## src/rtl/fx_div.sv

```systemverilog
// Sequential signed Q(WIDTH-FRAC).FRAC divider: restoring division on operand
// magnitudes, one quotient bit per clock, then sign restore and saturation.
//
// state | meaning
// ------+------------------------------------------------------------
// IDLE  | waiting for start; outputs hold the last result
// DIV   | one restoring-division iteration per cycle, WIDTH+FRAC total
// SIGN  | apply sign, saturate, register outputs and pulse done
module fx_div #(
  parameter int WIDTH = 32,
  parameter int FRAC  = 16
) (
  input  logic             clk,
  input  logic             rst,
  input  logic             start,
  input  logic [WIDTH-1:0] dividend,
  input  logic [WIDTH-1:0] divisor,
  output logic             busy,
  output logic             done,
  output logic [WIDTH-1:0] quotient,
  output logic             div_by_zero,
  output logic             overflow
);

  localparam int NW = WIDTH + FRAC;
  localparam int CW = $clog2(NW);

  localparam logic [WIDTH-1:0] SAT_MAX = {1'b0, {(WIDTH-1){1'b1}}};
  localparam logic [WIDTH-1:0] SAT_MIN = {1'b1, {(WIDTH-1){1'b0}}};
  localparam logic [NW-1:0]    Q_POS_LIMIT = {{FRAC{1'b0}}, SAT_MAX};
  localparam logic [NW-1:0]    Q_NEG_LIMIT = {{FRAC{1'b0}}, SAT_MIN};
  localparam logic [CW-1:0]    LAST_ITER   = CW'(NW - 1);

  typedef enum logic [1:0] {
    IDLE,
    DIV,
    SIGN
  } state_t;

  state_t state, state_next;

  logic             neg;
  logic             zero_div;
  logic             dvd_neg;
  logic [NW-1:0]    n_reg;
  logic [WIDTH-1:0] d_reg;
  logic [WIDTH:0]   rem;
  logic [NW-1:0]    q_reg;
  logic [CW-1:0]    cnt;

  logic             accept;
  logic [WIDTH-1:0] dividend_mag;
  logic [WIDTH-1:0] divisor_mag;
  logic [WIDTH:0]   rem_shift;
  logic             rem_ge;
  logic [WIDTH:0]   rem_sub;

  logic [WIDTH-1:0] q_low;
  logic [WIDTH-1:0] q_final;
  logic             ovf_final;

  // Magnitudes: the most negative value maps onto itself, which is exactly
  // its magnitude when read as unsigned.
  assign dividend_mag = dividend[WIDTH-1] ? -dividend : dividend;
  assign divisor_mag  = divisor[WIDTH-1]  ? -divisor  : divisor;

  assign rem_shift = (rem << 1) | {{WIDTH{1'b0}}, n_reg[NW-1]};
  assign rem_ge    = (rem_shift >= {1'b0, d_reg});
  assign rem_sub   = rem_shift - {1'b0, d_reg};

  assign busy = (state != IDLE);

  always_ff @(posedge clk) begin
    if (!rst) begin
      state <= IDLE;
    end else begin
      state <= state_next;
    end
  end

  always_comb begin
    state_next = state;
    accept     = 1'b0;
    case (state)
      IDLE: begin
        if (start) begin
          accept     = 1'b1;
          state_next = (divisor_mag == '0) ? SIGN : DIV;
        end
      end
      DIV: begin
        if (cnt == LAST_ITER) begin
          state_next = SIGN;
        end
      end
      SIGN: begin
        state_next = IDLE;
      end
      default: begin
        state_next = IDLE;
      end
    endcase
  end

  // Sign restore and saturation of the unsigned magnitude quotient.
  always_comb begin
    q_low     = q_reg[WIDTH-1:0];
    q_final   = q_low;
    ovf_final = 1'b0;
    if (zero_div) begin
      q_final = dvd_neg ? SAT_MIN : SAT_MAX;
    end else if (!neg) begin
      if (q_reg > Q_POS_LIMIT) begin
        q_final   = SAT_MAX;
        ovf_final = 1'b1;
      end
    end else begin
      if (q_reg > Q_NEG_LIMIT) begin
        q_final   = SAT_MIN;
        ovf_final = 1'b1;
      end else begin
        q_final = -q_low;
      end
    end
  end

  always_ff @(posedge clk) begin
    if (!rst) begin
      neg         <= 1'b0;
      zero_div    <= 1'b0;
      dvd_neg     <= 1'b0;
      n_reg       <= '0;
      d_reg       <= '0;
      rem         <= '0;
      q_reg       <= '0;
      cnt         <= '0;
      done        <= 1'b0;
      quotient    <= '0;
      div_by_zero <= 1'b0;
      overflow    <= 1'b0;
    end else begin
      done <= 1'b0;
      case (state)
        IDLE: begin
          if (accept) begin
            neg         <= dividend[WIDTH-1] ^ divisor[WIDTH-1];
            dvd_neg     <= dividend[WIDTH-1];
            zero_div    <= (divisor_mag == '0);
            n_reg       <= {dividend_mag, {FRAC{1'b0}}};
            d_reg       <= divisor_mag;
            rem         <= '0;
            q_reg       <= '0;
            cnt         <= '0;
            div_by_zero <= 1'b0;
            overflow    <= 1'b0;
          end
        end
        DIV: begin
          n_reg <= {n_reg[NW-2:0], 1'b0};
          rem   <= rem_ge ? rem_sub : rem_shift;
          q_reg <= {q_reg[NW-2:0], rem_ge};
          cnt   <= cnt + CW'(1);
        end
        SIGN: begin
          quotient    <= q_final;
          div_by_zero <= zero_div;
          overflow    <= ovf_final;
          done        <= 1'b1;
        end
        default: begin
        end
      endcase
    end
  end

endmodule

```

## config.mk

```make
export PLATFORM = sky130hd
export DESIGN_NAME = fx_div
export DESIGN_NICKNAME = d
export VERILOG_FILES = /design/src/rtl/fx_div.sv
export SDC_FILE = /design/constraint.sdc
export NUM_CORES = 1
export LEC_CHECK = 0
export CAP_MARGIN = 20
export CORE_MARGIN = 3
export CORE_UTILIZATION = 59
export DETAILED_ROUTE_END_ITERATION = 8
export GPL_TIMING_DRIVEN = 1
export HOLD_SLACK_MARGIN = 0.02
export PLACE_DENSITY = 0.93
export SLEW_MARGIN = 25
export SYNTH_ARGS = -nofsm -noshare
export SYNTH_HDL_FRONTEND = slang
export SYNTH_SLANG_ARGS = --single-unit
```

## constraint.sdc

```tcl
create_clock -name clk -period 3.3 [get_ports clk]
set_input_delay 0.33 -clock clk [delete_from_list [all_inputs] [get_ports clk]]
set_output_delay 0.33 -clock clk [all_outputs]
set_load 0.005 [all_outputs]
```

Word level (Yosys, flattened, before mapping). Cells that the tools add are included.

Flip-flop bits (word level): 206. Bits of input ports: 67. Word-level logic and storage cells: 68.

$add $sub $neg: 5. Order comparisons: 3. Equal/unequal tests: 6. Muxes and demuxes: 30. Bitwise logic cells: 2. Reductions and logical operators: 9.

Operators by type and width (number): $mux W32 (9); $pmux W48 S2 (2); $mux W48 (2); $neg A32 Y32 (3); $pmux W32 S2 (1); $gt A48 B31 Y1 const B (1); $gt A48 B32 Y1 const B (1); $ge A33 B32 Y1 (1); $or A33 B1 Y33 (1); $logic_not A32 Y1 (1); $sub A32 B32 Y32 (1); $pmux W6 S2 (1); $mux W1 (8); $reduce_and A2 Y1 (4); $add A6 B1 Y6 const B (1); $eq A6 B6 Y1 const B (1); $mux W2 (3); $mux W6 (1); $ne A2 B2 Y1 const B (3); $reduce_bool A2 Y1 (3); $pmux W1 S2 (2); $pmux W2 S2 (1); $eq A2 B1 Y1 const B (1); $eq A2 B2 Y1 const B (1); other kinds (2) (2).

Depth between registers and ports, before layout.
Word-level depth: 6. Gate-level depth with buffers: 13. Mapped depth without buffers: 12.

Worst setup path after synthesis. Ideal clock, no wire load.

Path type: input -> register. Start point: in divisor[12]. End point: reg state[1]. Setup time: 60 ps. Arrival time: 3035 ps. Required time: 3240 ps. Path slack: 205 ps. Cell stages on the path: 11. Buffers on the path: 2. Cells stage by stage: buf_2 or4_4 or4_4 buf_6 or4_4 nor4_2 a41oi_1 o31ai_1 o2111ai_1 nor4_2 o2111a_1.

Cells in the longest elaborated chain, start to end: 6.

Ends and longest elaborated chain: start, declared (RTL line 17) `input logic [WIDTH-1:0] divisor,`; $neg A32 Y32 (RTL line 65) `assign divisor_mag = divisor[WIDTH-1] ? -divisor : divisor;`; $mux W32 * (RTL line 65); $logic_not A32 Y1 * (RTL line 88) `state_next = (divisor_mag == '0) ? SIGN : DIV;`; $mux W2 * (RTL line 88); $mux W2 * (RTL line 86) `if (start) begin`; $pmux W2 S2 * (RTL line 84) `case (state)`; end signal, assigned (RTL line 77) `state <= state_next;`; end, declared (RTL line 40) `state_t state, state_next;`.

Every way passes the cells marked *; elsewhere a longest branch is shown, timed or not. The select of a mux whose other input is x is not followed. A chain may end at the register's enable or synchronous reset.

Final worst setup path.
Start point: reg n_reg[47]. End point: reg rem[28].

Cells in the longest elaborated chain, start to end: 4. Elaborated cells between the ends (all ways): 5.

Ends and longest elaborated chain: start, declared (RTL line 45) `logic [NW-1:0] n_reg;`; start signal, assigned (RTL line 149) `n_reg <= {dividend_mag, {FRAC{1'b0}}};`; start signal, assigned (RTL line 159) `n_reg <= {n_reg[NW-2:0], 1'b0};`; $or A33 B1 Y33 * (RTL line 67) `assign rem_shift = (rem << 1) | {{WIDTH{1'b0}}, n_reg[NW-1]};`; $sub A32 B32 Y32 or $ge A33 B32 Y1 (tied branches) (RTL line 69, 68); $mux W32 * (RTL line 160) `rem <= rem_ge ? rem_sub : rem_shift;`; $pmux W32 S2 * (RTL line 143) `case (state)`; end signal, assigned (RTL line 160); end, declared (RTL line 47) `logic [WIDTH:0] rem;`.

Every way passes the cells marked *; elsewhere a longest branch is shown, timed or not.

==> results.ini <==
[synth]
synthArstFlopShare_pct=0
syn_avg_cell_area_um2=7.79
netlist_area_mm2=0.0114
synth_warnings=0
ys_types=74
synth_seq_cells=190
synth_edf_count=0
synth_seq_area_share_pct=33.3
ys.flop_type=dfxtp_1
syn_inst=1465
synth_nets=1569

[place]
pre_cts_slack_ns=-0.392
place_inst=1822
gp_congestion=0.964
port_buffers=102
dp_hpwl_um=23300

[detailed_routing]
vias=12200
drc=0
viasPerCell=6.55
drt_iter0_markers=1600
ant_nets=0
first_pass_iters=7
finalWirelength_um=34200
wl_per_cell_um=18.4

[die]
dieWidth_um=145
core_area_mm2=0.0188
ios=103
initial_core_util_pct=60.6
die_h_um=145
num_rows=50
die-area_mm2=0.0210

[finish]
syn_to_final_growth_pct=21.8
layout-drive-gt1-share_pct=11.0
antenna_cells=0
final_common_cell=dfxtp_1
instances_no_fill=1858
nets=1689
mostFrequentLayoutCells=dfxtp_1, nor2_1, o21ai_0, a21oi_1, clkdlybuf4s50_1
largest_register_ffs=48

[global_routing]
grt-ovfl-total=0
grt_pass1_wl_um=55200
antenna_found_initial=0
grt_pass1_vias=11300
grt_max_degree=98
track_usage_pct=30.8

[timing]
setup_viol=0
hold_viol=0
period_share_pct=97.7
max_slew_margin_pct=34.3
fmaxAchievable_ghz=0.310
fin_crit_ns=3.23
worst_pin_slew_ns=0.986
fin_ws_ns=0.0745
maxSlewViolCount=0
skew_ns=0.0116

[worst_hold_path]
min-delay-path-class=reg -> reg
hp-start=quotient[3]

[power_and_ir_drop]
powerDensity_mw_per_mm2=499
peakVddDrop_mv=0.474
p_leak_nw=5.31

[critical_path]
ff2ff_path_depth=12
critical_path.max_stage_delay_ns=0.47
worst_ep_required_time_ns=3.64
path_cells=inv_1 > ha_1 > fa_1 > nor2b_1 > o211ai_1 > a31oi_1 > o21ai_0 > a21oi_1 > nor3_2 > o311ai_1 > mux2i_1 > a211o_1
cp-endpoint=rem[28]
regToRegSetupSlack_ns=0.07
worstPathArrival_ns=3.57
r2r-start=n_reg[47]
r2r-end=rem[28]
critPathCaptureType=register
cp_slowest_cell=o311ai_1
crit_start=n_reg[47]
path_max_fanout=3
critPathLaunchType=register
crit_type=reg -> reg

[cts]
clockBufferDepth=2
cts_num_sinks=190
cts_hold_buf=0
clkLatencyLatePin_ns=0.46
cts-htree-levels=4
cts_buffers=17
cts-root-buf=clkbuf_16
path_clk_slew_ns=0.07
tritoncts=done

[flow_run]
maxCapViolations=0

[status]
status=finished clean

==> Yosys cell counts (36+ instances only) <==
cell type	n	area, um^2
dfxtp_1	190	3800
nor2_1	188	706
o21ai_0	117	586
a21oi_1	106	531
nand2_1	101	379
clkbuf_1	93	349
inv_1	57	214
a22oi_1	50	375
xnor2_1	50	438
xor2_1	40	350
a211oi_1	36	270
ha_1	36	450
==> per-layer routing <==
layer  up-vias  wire length (um)  global-route usage (%)
met3       126              2830                    5.34
met1      5750             13700                    40.1
met2       686             16600                    51.6
met4         0              1060                    11.5
met5         -                 0                       0
li1       5600                 -                       -
==> per-stage QoR <==
step	hold slack (ns)	TNS, ns	total power [mW]	util (%)	cell area [um^2]
6_report	0.457	0	6.93	73.8	13900
5_1_grt	0.470	-0.0974	7.23	73.8	13900
4_1_cts	0.458	0	6.84	73.4	13800
3_5_place_dp	0.448	-1.59	4.58	69.8	13200
3_3_place_gp	0.445	-0.892	4.50	69.8	13200
2_1_floorplan	0.431	0	3.94	-	11400
==> cell type report <==
| type | count | area [um^2] |
|---|---|---|
| Clock buffer | 17 | 425 |
| Clock inverter | 15 | 246 |
| Fill cell | 1336 | 4930 |
| Inverter | 57 | 216 |
| Multi-Input combinational cell | 1114 | 7060 |
| Sequential cell | 190 | 3800 |
| Tap cell | 260 | 325 |
| Timing Repair Buffer | 205 | 1820 |
==> worst max-delay path: cells and delay by family, from the launching register on <==
kind / cells / cell delay (ns)
AOI/OAI and AO/OA: 6 / 1.58
adders and majority gates: 2 / 0.66
DFF: 1 / 0.35
and+or+nand+nor: 2 / 0.30
muxes: 1 / 0.16
buffers and inverters: 1 / 0.06
==> worst min-delay path by stage <==
| stage | depth (start not counted) | end | slack [ns] |
|---|---|---|---|
| 4_1_cts | 2 | quotient[3] | 0.46 |
| 5_1_grt | 2 | quotient[3] | 0.47 |
| 2_1_floorplan | 2 | n_reg[25] | 0.43 |
| 3_5_place_dp | 2 | quotient[3] | 0.45 |
| 6_report | 2 | quotient[3] | 0.46 |
| 3_3_place_gp | 2 | quotient[16] | 0.44 |
==> where the power goes <==
part | switching, mW | leakage (nW) | internal (mW) | total [mW]
combinational | 1.22 | 3.44 | 0.901 | 2.12
sequential | 0.109 | 1.54 | 2.43 | 2.54
clock | 1.08 | 0.321 | 1.19 | 2.27
total | 2.41 | 5.31 | 4.52 | 6.93
==> cell families (layout without fill, tap and decap cells) <==
logic type               Yosys count  after routing  share of synthesized area [%]
AND/OR/NAND/NOR                  492            492                           20.8
AO/OA/AOI/OAI                    468            469                           27.0
flip-flops                       190            190                           33.3
buffers and inverters            162            294                           5.56
XOR/XNOR                          90             90                           6.91
adder cells (fa/ha/maj)           37             37                           4.12
multiplexers                      26             26                           2.31
==> what timing repair did <==
| action | 4_1_cts | 5_1_grt |
|---|---|---|
| setup endpoints to repair | 0 | 19 |
| setup buffers | 0 | 3 |
| resized for setup | 0 | 11 |
| hold endpoints to repair | 0 | 0 |
No activity file was read; power rests on OpenSTA's default activity.
